`config.mk`:
```
export PLATFORM = sky130hd
export DESIGN_NAME = mem_arbiter
export DESIGN_NICKNAME = d
export VERILOG_FILES = /design/src/rtl/mem_arbiter.sv
export SDC_FILE = /design/constraint.sdc
export NUM_CORES = 1
export LEC_CHECK = 0
export ABC_CLOCK_PERIOD_IN_PS = 9900
export CAP_MARGIN = 15
export CORE_AREA = 2 2 106 108
export CTS_BUF_LIST = sky130_fd_sc_hd__clkbuf_4 sky130_fd_sc_hd__clkbuf_8
export DETAILED_ROUTE_END_ITERATION = 8
export DIE_AREA = 0 0 108 110
export HOLD_SLACK_MARGIN = 0.03
export PLACE_DENSITY = 0.82
export SKIP_LAST_GASP = 1
export SYNTH_ARGS = -nofsm -noshare
export SYNTH_HDL_FRONTEND = slang
export SYNTH_SLANG_ARGS = --single-unit
```
`constraint.sdc`:
```
create_clock -name clk -period 9.9 [get_ports clk]
set_clock_uncertainty 0.05 [all_clocks]
set_input_delay 1.98 -clock clk [delete_from_list [all_inputs] [get_ports clk]]
set_output_delay 1.98 -clock clk [all_outputs]
set_load 0.03 [all_outputs]
```
`src/rtl/mem_arbiter.sv`:
```
`default_nettype none
// ============================================================================
// Module      : mem_arbiter
// Description : Arbitrates a fetch port and a data port onto one single-ported
//               memory with combinational read data. At most one access is
//               issued per cycle. Data normally wins contention. Fetch wins
//               once it has been denied MAX_WAIT cycles in a row. Read data
//               is registered and returned one cycle after the grant.
//               Out-of-range accesses drop the write, return zero data and
//               pulse err.
// Revision    : 1.0 - initial release
// ----------------------------------------------------------------------------
// Ports
//   clk, reset                    clock, asynchronous active-high reset
//   i_req, i_addr                 fetch request and byte address
//   i_gnt, i_rvalid, i_rdata      fetch grant, response valid, response data
//   d_req, d_we, d_addr, d_wdata  data request, store flag, address and data
//   d_gnt, d_rvalid, d_rdata      data grant, load valid, load data
//   mem_we, mem_addr, mem_wdata   memory write enable, address, write data
//   mem_rdata                     memory read data (combinational)
//   err                           one-cycle pulse after an out-of-range access
//   waiting                       fetch starvation counter (debug)
// ============================================================================
module mem_arbiter #(
  parameter int MAX_WAIT = 3,
  parameter int DEPTH    = 51
) (
  input  logic        clk,
  input  logic        reset,
  input  logic        i_req,
  input  logic [31:0] i_addr,
  output logic        i_gnt,
  output logic        i_rvalid,
  output logic [31:0] i_rdata,
  input  logic        d_req,
  input  logic        d_we,
  input  logic [31:0] d_addr,
  input  logic [31:0] d_wdata,
  output logic        d_gnt,
  output logic        d_rvalid,
  output logic [31:0] d_rdata,
  output logic        mem_we,
  output logic [31:0] mem_addr,
  output logic [31:0] mem_wdata,
  input  logic [31:0] mem_rdata,
  output logic        err,
  output logic [2:0]  waiting
);

  // The starvation counter is 3 bits wide, so MAX_WAIT must not exceed 7.
  localparam logic [2:0]  c_max_wait = 3'(MAX_WAIT);
  localparam logic [31:0] c_depth    = 32'(DEPTH);

  typedef enum logic [1:0] {
    IDLE  = 2'd0,
    RSP_I = 2'd1,
    RSP_D = 2'd2
  } rsp_state_e;

  rsp_state_e  state_q, state_d;
  logic [2:0]  waiting_q, waiting_d;
  logic [31:0] i_rdata_q, i_rdata_d;
  logic [31:0] d_rdata_q, d_rdata_d;
  logic        err_q, err_d;

  logic        fetch_gnt;
  logic        data_gnt;
  logic [31:0] sel_addr;
  logic        in_range;
  logic [31:0] rd_word;

  // Grant decision and memory-side address mux.
  always_comb begin
    fetch_gnt = 1'b0;
    data_gnt  = 1'b0;
    // Grants are held off while reset is asserted, so nothing is issued
    // until reset is released.
    if (!reset) begin
      if (i_req && (!d_req || (waiting_q >= c_max_wait))) begin
        fetch_gnt = 1'b1;
      end else if (d_req) begin
        data_gnt = 1'b1;
      end
    end

    sel_addr = 32'd0;
    if (fetch_gnt) begin
      sel_addr = i_addr;
    end else if (data_gnt) begin
      sel_addr = d_addr;
    end

    // Only bits [22:2] form the word index. Higher address bits are ignored.
    in_range = ({11'd0, sel_addr[22:2]} < c_depth);
    rd_word  = in_range ? mem_rdata : 32'd0;
  end

  // Next-state logic for the starvation counter, response FSM and read data.
  always_comb begin
    waiting_d = waiting_q;
    if (!i_req || fetch_gnt) begin
      waiting_d = 3'd0;
    end else if (waiting_q < c_max_wait) begin
      waiting_d = waiting_q + 3'd1;
    end

    state_d = IDLE;
    if (fetch_gnt) begin
      state_d = RSP_I;
    end else if (data_gnt && !d_we) begin
      state_d = RSP_D;
    end

    // Each rdata register loads only on its own read grant. Otherwise it
    // keeps its last value.
    i_rdata_d = fetch_gnt ? rd_word : i_rdata_q;
    d_rdata_d = (data_gnt && !d_we) ? rd_word : d_rdata_q;

    err_d = (fetch_gnt || data_gnt) && !in_range;
  end

  always_ff @(posedge clk or posedge reset) begin
    if (reset) begin
      state_q   <= IDLE;
      waiting_q <= 3'd0;
      i_rdata_q <= 32'd0;
      d_rdata_q <= 32'd0;
      err_q     <= 1'b0;
    end else begin
      state_q   <= state_d;
      waiting_q <= waiting_d;
      i_rdata_q <= i_rdata_d;
      d_rdata_q <= d_rdata_d;
      err_q     <= err_d;
    end
  end

  assign i_gnt     = fetch_gnt;
  assign d_gnt     = data_gnt;
  assign mem_addr  = sel_addr;
  assign mem_wdata = data_gnt ? d_wdata : 32'd0;
  assign mem_we    = data_gnt && d_we && in_range;

  assign i_rvalid  = (state_q == RSP_I);
  assign d_rvalid  = (state_q == RSP_D);
  assign i_rdata   = i_rdata_q;
  assign d_rdata   = d_rdata_q;
  assign err       = err_q;
  assign waiting   = waiting_q;

endmodule
`default_nettype wire

```
==> flow_metrics.tcl, run 1 <==
set metrics [dict create \
    status "finished, final reports clean" \
    critPathBufInv 4 \
    dp_cells 801 \
    setup_viol 0 \
    synth_area_leaders "dfrtp_1 (45%), o22ai_2 (9.7%), nand2_1 (6.7%)" \
    max_stage_delay_ps 670 \
    syn_avg_cell_area_sq_um 9.19 \
    grt_pass1_vias 4139 \
    worstHoldStart "i_rdata[30]" \
    route.detailed.drc 0 \
    root_buffer "clkbuf_8" \
    setup_slack_ps 2900 \
    critPathTopFamily "buffers and inverters" \
    final_nets 807 \
    hold_path_depth 2 \
    synth_common_cells "dfrtp_1 (70), nand2_1 (69), inv_1 (68)" \
    cp.required_ps 7870 \
    yosysMostFrequentCell "dfrtp_1" \
    reg2reg_depth 10 \
    worst_setup_path_end_kind "primary output" \
    clkTransAtPathRegs_ps 70 \
    antenna_left 0 \
    synth_warnings 0 \
    wl_per_cell_um 17.5 \
    die-area_sq_mm 0.0119 \
    reg2reg_setup_slack_ps 6060 \
    gp_congestion 0.898 \
    coreArea_sq_mm 0.0107 \
    post-route-util_pct 63.5 \
    post_cts_buffers 0 \
    ys_types 33 \
    grt_use_met2_pct 42.0 \
    arrival_ps 4970 \
    fmax_ghz 0.143 \
    fin_crit_sh_pct 70.7 \
    async_flop_share_pct 100 \
    r2r-start "waiting[0]" \
    relSlewSlack_pct 41.5 \
    fp.dieW_um 108 \
    worstMarginPinSlew_ps 877 \
    antenna_found_initial 2 \
    hold_class "register to register" \
    cts_sinks 70 \
    clock_path_buffers 2 \
    grt.busiest_layer "met2" \
    hold_buffers 0 \
    design_area_sq_mm 0.00679 \
    firstDrtPassIters 5 \
    grt_max_degree 72 \
    yosysSeqAreaShare_pct 45.5 \
    syn_to_final_growth_pct 76.4 \
    instances_no_fill 819 \
    synth.cell_area_sq_mm 0.00385 \
    crit_slowest_cell "clkdlybuf4s50_1" \
    netlist_instances 419 \
    cts_resized 0 \
    path_class "input pin to primary output" \
    yosys.area.top_type "dfrtp_1" \
    met1_usage_pct 26.8 \
    grt.total_usage_pct 23.9 \
    grt_pass1_wl_mm 21.4 \
    regToRegEndpoint "i_rdata[2]" \
    crit_path_frequent_cell "clkdlybuf4s50_1" \
    overflow 0 \
    vias_per_cell 4.92 \
    hold_end "i_rdata[30]" \
    insertion_delay_ps 330 \
    rows 38 \
    vdd_drop_max_v 0.000116 \
    dp_slack_ps 2900 \
    yosysTopAreaCellShare_pct 45.5 \
    io_buffers 269 \
    crit_fanout 41 \
    rsz0062_at_grt "false" \
    postPlaceCellArea_sq_mm 0.00660 \
    leakage_uw 0.00274 \
    start_util_pct 36.0 \
    drive_gt1_share_pct 8.86 \
    htreeDepth 3 \
    setup.worst_path.start "d_req" \
    die-height_um 110 \
    drtIter0Drc 179 \
    crit_path_start_kind "input pin" \
    ys_ff_latch 70 \
    power.density_mw_per_mm2 231 \
    use_met3_pct 6.11 \
    dp.final_hpwl_mm 11.3 \
    vias 4029 \
    num_io_pins 270 \
    tns_ps 0 \
    synth_edf_count 0 \
    fin_crit_ps 7000 \
    crit_chain "clkdlybuf4s50_1, inv_1, a211oi_4, buf_4, a22o_1, a211oi_2, and3_1, clkdlybuf4s50_1" \
    hold_violations 0 \
    wirelength_mm 14.3 \
    final_max_slew_viol_count 0 \
    cap_violations 0 \
    cts_buffers 9 \
    synthFlopType "dfrtp_1" \
    syn-num-nets 554 \
    cts_tree "built" \
]
## placed cells by master, fill, tap and decap left out, types with 2 or more instances in the layout
cell type        synthesis  routed
buf_4                    0       6
nand4_1                  2       2
diode_2                  0       2
inv_2                    1       2
a211oi_4                 2       3
o22ai_1                 34      34
nor2b_1                  3       3
nor2_1                  12      12
and2_1                  32      32
o22ai_2                 30      30
a22oi_1                  2       2
a22o_1                  27      27
a21oi_1                  9       9
inv_1                   68      67
nor4_1                   4       4
o211ai_1                 4       4
nor3_1                   2       2
clkdlybuf4s50_1          0     269
clkbuf_8                 0      12
dfrtp_1                 70      70
a211o_1                  2       2
nand2_1                 69      69
ha_1                     2       2
clkinv_2                 0       2
## sequential cells by signal (all words and copies together) (netlist names)
signal,count
err,1
i_rdata,32
state_q,2
d_rdata,32
waiting,3
## layout make-up
class,count,area (sq um)
diodes,2,5.00
multi-input cells,247,1670
repair buffers,275,2740
well taps,140,175
clock buffers,13,173
inverters,69,259
fillers,896,3910
flip-flops and latches,70,1750
clock inverters,3,17.5
## routing by layer
layer,wire [um],up-vias
met4,459,0
met2,7620,177
met3,947,28
met5,0,-
li1,-,1924
met1,5310,1900
## report_power, final
part	internal (uW)	total [uW]	switching, uW
logic	394	906	512
clock network	114	217	103
registers	385	449	64.6
total	892	1570	680
## cells by family (layout without fill, tap and decap cells)
group	after synthesis	in the layout	synth area share, %
DFF	70	70	45.5
and+or+nand+nor	127	127	15.3
AOI/OAI and AO/OA	118	118	27.1
adders and majority gates	2	2	0.650
other	0	2	0
buffers and inverters	102	360	11.4
## worst min-delay path: cells and delay by family (launching register included)
| kind | cells | cell delay (ps) |
|---|---|---|
| flip-flops | 1 | 370 |
| buffers and inverters | 1 | 50 |
| AO/OA/AOI/OAI | 1 | 70 |
## worst max-delay path by stage
stage / end / slack (ps) / depth (start not counted)
floorplan: mem_we / 3150 / 5
global placement: mem_we / 2970 / 8
detailed placement: mem_we / 2900 / 8
CTS: mem_we / 2900 / 8
global route: mem_we / 2700 / 8
finish: mem_we / 2900 / 8
## through the flow
stage	hold WS (ps)	total power (uW)
6_report	485	1570
5_1_grt	513	1660
4_1_cts	489	1590
3_5_place_dp	478	1370
3_3_place_gp	474	1350
2_1_floorplan	624	984
(Power assumes the default switching activity.)
==> run 2, diff against run 1 <==
- ABC_CLOCK_PERIOD_IN_PS: 9900 -> 5900
- CORE_AREA: 2 2 106 108 -> default
- CORE_MARGIN: default -> 2
- CORE_UTILIZATION: default -> 33
- DIE_AREA: 0 0 108 110 -> default
- PLACE_DENSITY: 0.82 -> 0.8
- clock period: 9.9 -> 5.9 ns (I/O delays scaled with it)
==> flow_metrics.tcl, run 2 (synthesis results as in run 1) <==
set metrics [dict create \
    root_buffer "clkbuf_8" \
    reg2reg_depth 9 \
    htreeDepth 3 \
    wirelength_mm 13.8 \
    hold_buffers 0 \
    grt.total_usage_pct 21.0 \
    vias 3999 \
    design_area_sq_mm 0.00682 \
    cts_sinks 70 \
    fin_crit_ps 4980 \
    grt_pass1_wl_mm 20.8 \
    relSlewSlack_pct 29.3 \
    num_io_pins 270 \
    final_max_slew_viol_count 0 \
    cts_buffers 9 \
    postPlaceCellArea_sq_mm 0.00662 \
    overflow 0 \
    reg2reg_setup_slack_ps 2130 \
    fmax_ghz 0.201 \
    final_nets 808 \
    drtIter0Drc 279 \
    final_cell_mix "clkdlybuf4s50_1 (269), dfrtp_1 (70), nand2_1 (69)" \
    cp.required_ps 4670 \
    cap_violations 0 \
    crit_path_start_kind "input pin" \
    io_buffers 269 \
    n_antenna_cell 0 \
    clock_path_buffers 2 \
    die-height_um 112 \
    rsz0062_at_grt "false" \
    fp.dieW_um 112 \
    fin_crit_sh_pct 84.4 \
    power.density_mw_per_mm2 389 \
    hold_path_depth 2 \
    cts_tree "built" \
    antenna_left 0 \
    die-area_sq_mm 0.0126 \
    grt_pass1_vias 3992 \
    r2r-start "waiting[0]" \
    post-route-util_pct 59.7 \
    leakage_uw 0.00275 \
    fillCellCount 952 \
    insertion_delay_ps 340 \
    coreArea_sq_mm 0.0114 \
    path_class "input pin to primary output" \
    worstHoldStart "i_rdata[6]" \
    start_util_pct 33.7 \
    hold_violations 0 \
    clkTransAtPathRegs_ps 70 \
    route.detailed.drc 0 \
    post_cts_buffers 0 \
    crit_fanout 27 \
    vias_per_cell 4.87 \
    firstDrtPassIters 4 \
    worstMarginPinSlew_ps 1060 \
    syn_to_final_growth_pct 77.0 \
    grt_max_degree 94 \
    status "finished, final reports clean" \
    vdd_drop_max_v 0.000310 \
    wl_per_cell_um 16.8 \
    regToRegEndpoint "d_rdata[14]" \
    tns_ps 0 \
    setup.worst_path.start "d_req" \
    antenna_found_initial 0 \
    cts_resized 0 \
    arrival_ps 3750 \
    gp_congestion 0.843 \
    hold_class "register to register" \
    dp.final_hpwl_mm 10.8 \
    p_total_uw 2650 \
    final_common_cell "clkdlybuf4s50_1" \
    rows 39 \
    hold_end "i_rdata[6]" \
    worst_setup_path_end_kind "primary output" \
    setup_viol 0 \
    drive_gt1_share_pct 9.00 \
]
[run 2: cell count changes in the layout (fill, tap and decap cells not counted)]
cell       delta
clkbuf_4      +2
clkbuf_8      -3
bufinv_16     +1
diode_2       -2
buf_12        +1
[run 2: worst max path at each step]
stage               slack (ps)           end  cells past startpoint
floorplan                  750        mem_we                      5
global placement           950  mem_addr[19]                      6
detailed placement         900  mem_addr[19]                      6
CTS                        910  mem_addr[19]                      6
global route               800  mem_addr[12]                      6
finish                     920  mem_addr[11]                      6
[run 2: worst max-delay path: stages]
cell and delay [ps]:
clkdlybuf4s50_1 680, inv_1 180, a211oi_4 430, buf_4 370
a22o_1 180, clkdlybuf4s50_1 710
[run 2: cell type report]
cell class | instances | area [sq um] | share of cell area (%)
timing repair buffer | 276 | 2760 | 40.5
sequential | 70 | 1750 | 25.7
multi-input combinational | 247 | 1670 | 24.6
inverter | 69 | 259 | 3.80
tap | 143 | 179 | 2.63
clock buffer | 12 | 146 | 2.15
clock inverter | 4 | 47.5 | 0.698
[run 2: report_power, final]
part / internal, uW / switching (uW)
Combinational: 664 / 853
Sequential: 646 / 111
Clock: 208 / 172
[run 2: through the flow]
step	hold slack, ps	worst slack (ps)	cells
floorplan	624	753	419
global placement	474	946	805
detailed placement	481	903	805
CTS	492	907	821
global route	521	796	821
finish	486	923	821
[run 2: layer usage]
layer  part of all wire [%]  vias to the layer above  wire [um]  global-route usage (%)
met5                      0                        -          0                       0
met4                    3.6                        0        492                    9.76
met3                    6.9                       31        943                    4.86
met2                     53                      174       7330                    39.1
met1                     36                     1868       5000                    22.5
li1                       -                     1926          -                       -
==> run 3, diff against run 2 <==
- ABC_CLOCK_PERIOD_IN_PS: 5900 -> 5110
- CORE_UTILIZATION: 33 -> 36
- PLACE_DENSITY: 0.8 -> 0.82
- clock period: 5.9 -> 5.11 ns (I/O delays scaled with it)
==> flow_metrics.tcl, run 3 (synthesis results as in run 1) <==
set metrics [dict create \
    arrival_ps 3530 \
    vias_per_cell 4.98 \
    final_common_cell "clkdlybuf4s50_1" \
    fmax_ghz 0.217 \
    cap_violations 0 \
    multiInputGateArea_sq_mm 0.00167 \
    start_util_pct 37.1 \
    root_buffer "clkbuf_8" \
    crit_cells 6 \
    critPathTopFamily "buffers and inverters" \
    cp.required_ps 4040 \
    crit_path_frequent_cell "clkdlybuf4s50_1" \
    vias 4055 \
    reg2reg_setup_slack_ps 1850 \
    die-area_sq_mm 0.0115 \
    seq_area_sq_mm 0.00175 \
    hold_class "register to register" \
    wirelength_mm 13.5 \
    io_buffers 269 \
    use_met3_pct 6.54 \
    path_class "input pin to primary output" \
    relSlewSlack_pct 42.5 \
    grt_max_degree 71 \
    hold_buffers 0 \
    fin_crit_ps 4610 \
    drtIter0Drc 130 \
    clock_path_buffers 2 \
    reg2reg_depth 9 \
    crit_fanout 35 \
    max_stage_delay_ps 700 \
    gp_congestion 0.839 \
    insertion_delay_ps 340 \
    wl_per_cell_um 16.6 \
    htreeDepth 3 \
    overflow 0 \
    worstMarginPinSlew_ps 863 \
    fin_crit_sh_pct 90.2 \
    final_max_slew_viol_count 0 \
    crit_path_start_kind "input pin" \
    power.density_mw_per_mm2 451 \
    final_nets 809 \
    hold_path_depth 2 \
    dp.final_hpwl_mm 10.8 \
    die-height_um 107 \
    met1_usage_pct 22.5 \
    rsz0062_at_grt "false" \
    vdd_drop_max_v 0.000210 \
    cts_tree "built" \
    tns_ps 0 \
    cts_sinks 70 \
    post_cts_buffers 0 \
    grt_pass1_wl_mm 20.1 \
    route.detailed.drc 0 \
    status "finished, final reports clean" \
    coreArea_sq_mm 0.0104 \
    cts_resized 0 \
    grt_use_met2_pct 42.0 \
    final_cell_mix "clkdlybuf4s50_1 (269), dfrtp_1 (70), nand2_1 (69)" \
    crit_chain "clkdlybuf4s50_1, inv_1, a211oi_4, buf_4, a22o_1, clkdlybuf4s50_1" \
    syn_to_final_growth_pct 77.0 \
    num_io_pins 270 \
    setup_viol 0 \
    drive_gt1_share_pct 9.13 \
    n_antenna_cell 0 \
    antenna_left 0 \
    clkTransAtPathRegs_ps 80 \
    crit_slowest_cell "clkdlybuf4s50_1" \
    worst_setup_path_end_kind "primary output" \
    antenna_found_initial 0 \
    grt_pass1_vias 4012 \
    fillCellCount 854 \
    firstDrtPassIters 4 \
    grt.busiest_layer "met2" \
    grt.total_usage_pct 22.6 \
    cts_buffers 9 \
    hold_violations 0 \
    leakage_uw 0.00276 \
    rows 37 \
    fp.dieW_um 107 \
    hold_ws_ps 494 \
    critPathBufInv 4 \
]
-- run 3: area by class of cell --
cell class / count / area share (%)
multi-input cells: 247 / 24.6
repair buffers: 277 / 40.6
inverters: 69 / 3.80
well taps: 136 / 2.50
clock buffers: 9 / 1.82
flip-flops and latches: 70 / 25.7
clock inverters: 7 / 1.06
-- run 3: per-stage QoR --
step	utilization, %	setup WS [ps]	instances	total power (uW)	area (sq um)
after floorplan	-	279	419	1910	3850
after global placement	63.8	559	799	2610	6620
after detailed placement	63.8	502	799	2650	6620
after CTS	65.7	514	815	3090	6820
after global routing	65.7	338	815	3220	6820
final	65.7	503	815	3070	6820
-- run 3: report_power, final --
part / internal [uW] / switching, uW
clock network: 226 / 214
registers: 745 / 126
logic: 771 / 989
-- run 3: tightest hold or removal path, cell delays in order (launching register included) --
cell     delay, ps
dfrtp_1        380
inv_1           50
o22ai_1         70
-- run 3: path summary, 6_finish.rpt --
| check | startpoint | endpoint |
|---|---|---|
| worst max-delay path | i_req | mem_addr[8] |
| worst min register to register | d_rdata[24] | d_rdata[24] |
| worst max register to register | waiting[0] | d_rdata[15] |
| max in group asynchronous | reset | i_rdata[7] |
| worst min-delay path | d_rdata[24] | d_rdata[24] |
| min in group asynchronous | reset | i_rdata[2] |
-- run 3: routing by layer --
layer / routed length [um] / part of all wire (%) / up-vias
met5: 0 / 0 / -
met4: 573 / 4.2 / 0
met3: 992 / 7.3 / 35
met2: 7250 / 54 / 183
met1: 4720 / 35 / 1913
li1: - / - / 1924
==> patch 1, RTL diff (flow settings as in run 3) <==
The 3 states of `rsp_state_e` get a one-hot encoding in 3 bits.
--- a/src/rtl/mem_arbiter.sv
+++ b/src/rtl/mem_arbiter.sv
@@ -53,6 +53,6 @@
 
-  typedef enum logic [1:0] {
-    IDLE  = 2'd0,
-    RSP_I = 2'd1,
-    RSP_D = 2'd2
+  typedef enum logic [2:0] {
+    IDLE  = 3'b001,
+    RSP_I = 3'b010,
+    RSP_D = 3'b100
   } rsp_state_e;
Formal check against the unedited RTL: no difference found for any inputs over 10 cycles, from zero or initial values and one cycle with reset high; not proved beyond that.
==> patch 1 against run 3 <==
- worst setup slack gained 0.19 ns
- die area grew 3.8%
- sequential cell count grew 1
- synthesized area grew 4.0%
- design area grew 2.1%
- total power is essentially flat
- worst hold slack lost 0.00076 ns
- highest routed layer unchanged
- routed wire length grew 2.7%
==> patch 1: results (changes against run 3) <==
stage	metric	value	unit	change
yosys	library cells used by synthesis	35		was 33
yosys	syn_nets	556		was 554
grt	gr usage total	0.228		was 0.226
clock_tree	TritonCTS Buffers	9		unchanged
worst_setup_path	Worst EP arrival	3.35	ns	was 3.53 ns
layout	layout cell share with drive strength beyond 1	0.123		was 0.0913
yosys	post-synthesis mux area share	0		unchanged
clock_tree	Post-CTS Resized	0		unchanged
worst_setup_path	Max FO, Critical Path	30		was 35
placed_design	Routability Congestion	0.884		was 0.839
routing	drt total wl	13900	um	was 13500 um
yosys	Commonest cells post-synth	dfrtp_1 (70), nand2_1 (69), inv_1 (68)		unchanged
power_and_ir_drop	P_seq	0.875	mW	was 0.871 mW
min_path	worst hold endpoint	i_rdata[31]		was d_rdata[24]
yosys	Synth Area in Adders	0.00625		was 0.00650
yosys	top cells by area, synth	dfrtp_1 (44%), o22ai_2 (15%), nand2_1 (6.5%)		was dfrtp_1 (45%), o22ai_2 (9.7%), nand2_1 (6.7%)
yosys	Synth Flop Type	dfrtp_1		unchanged
clock_tree	H-tree depth	3		unchanged
min_path	WHS Path Cells	2		unchanged
routing	Iter 0 DRT Violations	177		was 130
clock_tree	postcts setup bufs	0		unchanged
grt	initial antenna violation count	0		unchanged
grt	largest net degree at the start of global routing	72		was 71
grt	first-pass GRT wire length	21000	um	was 20100 um
placed_design	Placed Instances	806		was 799
worst_setup_path	R2R depth	10		was 9
routing	vias	4072		was 4055
worst_setup_path	reg2reg end	i_rdata[4]		was d_rdata[15]
sta	Slew HR	0.406		was 0.425
min_path	HP Start	i_rdata[31]		was d_rdata[24]
yosys	Synth Warn #	0		unchanged
worst_setup_path	delay-heaviest family, CP	buffers and inverters		unchanged
yosys	Synth Area in Compound Gates	0.291		was 0.271
clock_tree	clock network latency to the later pin of the worst-skew pair	0.33	ns	
yosys	ys async rst share	1.00		unchanged
worst_setup_path	slowest CP cell	clkdlybuf4s50_1		unchanged
power_and_ir_drop	Leak	2.78	nW	was 2.76 nW
outcome	status	completed		unchanged
worst_setup_path	R2R setup slack	1.77	ns	was 1.85 ns
placed_design	hpwl dp	11100	um	was 10800 um
power_and_ir_drop	comb pwr	1.80	mW	was 1.76 mW
routing	Via density	4.95		was 4.98
power_and_ir_drop	Worst VDD drop	288	uV	was 210 uV
worst_setup_path	Worst Setup SP	i_req		unchanged
yosys	register area share after synthesis	0.444		was 0.455
min_path	worst min path class	reg2reg		unchanged
yosys	Mapped Avg Cell Area	9.51	um^2	was 9.19 um^2
worst_setup_path	Crit path largest cell delay	0.71	ns	
power_and_ir_drop	Int Power	1.74	mW	about the same
[patch 1: cell types whose count changed after synthesis]
cell	delta
o22ai_1	-19
buf_2	+1
clkbuf_1	-1
nor3b_1	+2
nor2_1	+1
o22ai_2	+19
dfstp_2	+1
nor2b_1	-2
[patch 1: how the worst max path moves through the flow]
stage	end	slack, ns	depth (start not counted)
2_1_floorplan	mem_we	0.26	5
3_3_place_gp	mem_addr[0]	0.78	6
3_5_place_dp	mem_addr[0]	0.71	6
4_1_cts	mem_addr[0]	0.71	6
5_1_grt	mem_addr[10]	0.56	6
6_report	mem_addr[10]	0.69	6
[patch 1: area by class of cell]
class / count / area, um^2
clock buffers: 10 / 131
clock inverters: 6 / 46.3
fillers: 926 / 3880
inverters: 69 / 259
multi-input cells: 248 / 1800
flip-flops and latches: 71 / 1780
well taps: 140 / 175
repair buffers: 278 / 2770
[patch 1: through the flow]
step / util / cell area [um^2] / hold slack [ns] / power (mW) / worst slack [ns]
6_report: 0.642 / 6960 / 0.494 / 3.07 / 0.691
5_1_grt: 0.642 / 6960 / 0.511 / 3.25 / 0.561
4_1_cts: 0.642 / 6960 / 0.494 / 3.10 / 0.707
3_5_place_dp: 0.626 / 6780 / 0.480 / 2.70 / 0.714
3_3_place_gp: 0.626 / 6780 / 0.472 / 2.66 / 0.776
2_1_floorplan: - / 4000 / 0.624 / 1.96 / 0.258
[patch 1: worst min-delay path, stage by stage (launching register included)]
cell and delay (ns):
dfrtp_1 0.38, inv_1 0.05, o22ai_1 0.07
[patch 1: metal layers]
layer	vias up	wire [um]	global-route usage
met5	-	0	0
li1	1943	-	-
met3	32	1070	0.0652
met4	0	552	0.105
met2	161	7490	0.425
met1	1936	4790	0.234
==> patch 2, RTL diff (config.mk and constraints of run 3) <==
Made on the original files. `DEPTH`: 51 -> 38.
--- a/src/rtl/mem_arbiter.sv
+++ b/src/rtl/mem_arbiter.sv
@@ -25,3 +25,3 @@
   parameter int MAX_WAIT = 3,
-  parameter int DEPTH    = 51
+  parameter int DEPTH    = 38
 ) (
Function: changed (Yosys sat finds a counterexample within 4 cycles, from zero or initial values and one cycle with reset high).
==> patch 2 against run 3 <==
- sequential power is 3.8% lower
- routed wire length up 15%
- die area is 0.62% higher
- largest power group unchanged
- clock power is 27% higher
- highest routed layer unchanged
- design area increased by 0.75%
- sequential cell count did not move
- fmax grew 3.6%
- synthesized area up 0.65%
- total power fell by 2.9%
- worst setup slack better by 0.16 ns
- synthesized cell count grew 4.3%
- via count is 10% higher
- combinational power shrank 9.7%
==> patch 2: results (changes against run 3) <==
stage	metric	value	unit	change
outcome	status	completed		unchanged
placed_design	Placed Instances	806		was 799
yosys	library cells used by synthesis	36		was 33
min_path	HP Start	d_rdata[12]		was d_rdata[24]
worst_setup_path	critical path capture point	mem_addr[0]		was mem_addr[8]
worst_setup_path	Crit path largest cell delay	0.76	ns	was 0.70 ns
routing	DR pass1 iterations	6		was 4
worst_setup_path	Worst Setup SP	i_req		unchanged
grt	first-pass GRT wire length	23700	um	was 20100 um
sta	period utilisation layout	0.870		was 0.902
power_and_ir_drop	Reg power frac	0.281		was 0.284
yosys	Commonest cells post-synth	nand2_1 (73), dfrtp_1 (70), nand3_1 (64)		was dfrtp_1 (70), nand2_1 (69), inv_1 (68)
power_and_ir_drop	Net Switching	1.28	mW	was 1.33 mW
worst_setup_path	Worst EP arrival	3.38	ns	was 3.53 ns
layout	fill count	820		was 854
placed_design	DP Area	6620	um^2	about the same
power_and_ir_drop	Pwr Density	434	nW/um^2	was 451 nW/um^2
min_path	worst hold endpoint	d_rdata[12]		was d_rdata[24]
worst_setup_path	reg2reg end	i_rdata[26]		was d_rdata[15]
layout	layout cell share with drive strength beyond 1	0.0918		was 0.0913
grt	gr usage total	0.260		was 0.226
sta	worst hold slack	0.431	ns	was 0.494 ns
routing	Via density	5.43		was 4.98
layout	fin cells	822		was 815
yosys	syn_nets	572		was 554
layout	final net count	816		was 809
routing	drt total wl	15500	um	was 13500 um
grt	vias in the first global route	4478		was 4012
yosys	register area share after synthesis	0.452		was 0.455
yosys	top cells by area, synth	dfrtp_1 (45%), o31ai_1 (12%), nand3_1 (8.3%)		was dfrtp_1 (45%), o22ai_2 (9.7%), nand2_1 (6.7%)
placed_design	Routability Congestion	0.904		was 0.839
sta	Slew @ Worst Pin	0.898	ns	was 0.863 ns
placed_design	hpwl dp	11400	um	was 10800 um
worst_setup_path	R2R setup slack	1.73	ns	was 1.85 ns
power_and_ir_drop	Worst VDD drop	209	uV	was 210 uV
power_and_ir_drop	Leak	2.78	nW	was 2.76 nW
yosys	Mapped Avg Cell Area	8.87	um^2	was 9.19 um^2
placed_design	dpl ws	0.692	ns	was 0.502 ns
power_and_ir_drop	Clock net power	0.560	mW	was 0.440 mW
routing	Iter 0 DRT Violations	406		was 130
worst_setup_path	Max FO, Critical Path	37		was 35
[patch 2: metal layers]
layer	vias to the layer above	GRT usage	part of all wire
li1	2056	-	-
met1	2149	0.312	0.38
met2	234	0.463	0.52
met3	26	0.0478	0.069
met4	0	0.0962	0.028
met5	-	0	0
[patch 2: cell type report]
type | instances | area (um^2) | share of cell area
Sequential cell | 70 | 1750 | 0.255
Tap cell | 136 | 170 | 0.0248
Multi-Input combinational cell | 313 | 1890 | 0.276
Timing Repair Buffer | 279 | 2770 | 0.403
Inverter | 8 | 30.0 | 0.00437
Clock buffer | 11 | 145 | 0.0211
Clock inverter | 5 | 106 | 0.0155
[patch 2: worst min-delay path, stage by stage, from the launching register on]
cell and delay (ns):
dfrtp_1 0.35, nand2_1 0.05, o31ai_1 0.05
[patch 2: cells by family after synthesis]
family                     after synthesis  synth area share
AOI/OAI and AO/OA                      117             0.241
adders and majority gates                2           0.00645
and+or+nand+nor                        194             0.238
DFF                                     70             0.452
buffers and inverters                   54            0.0626
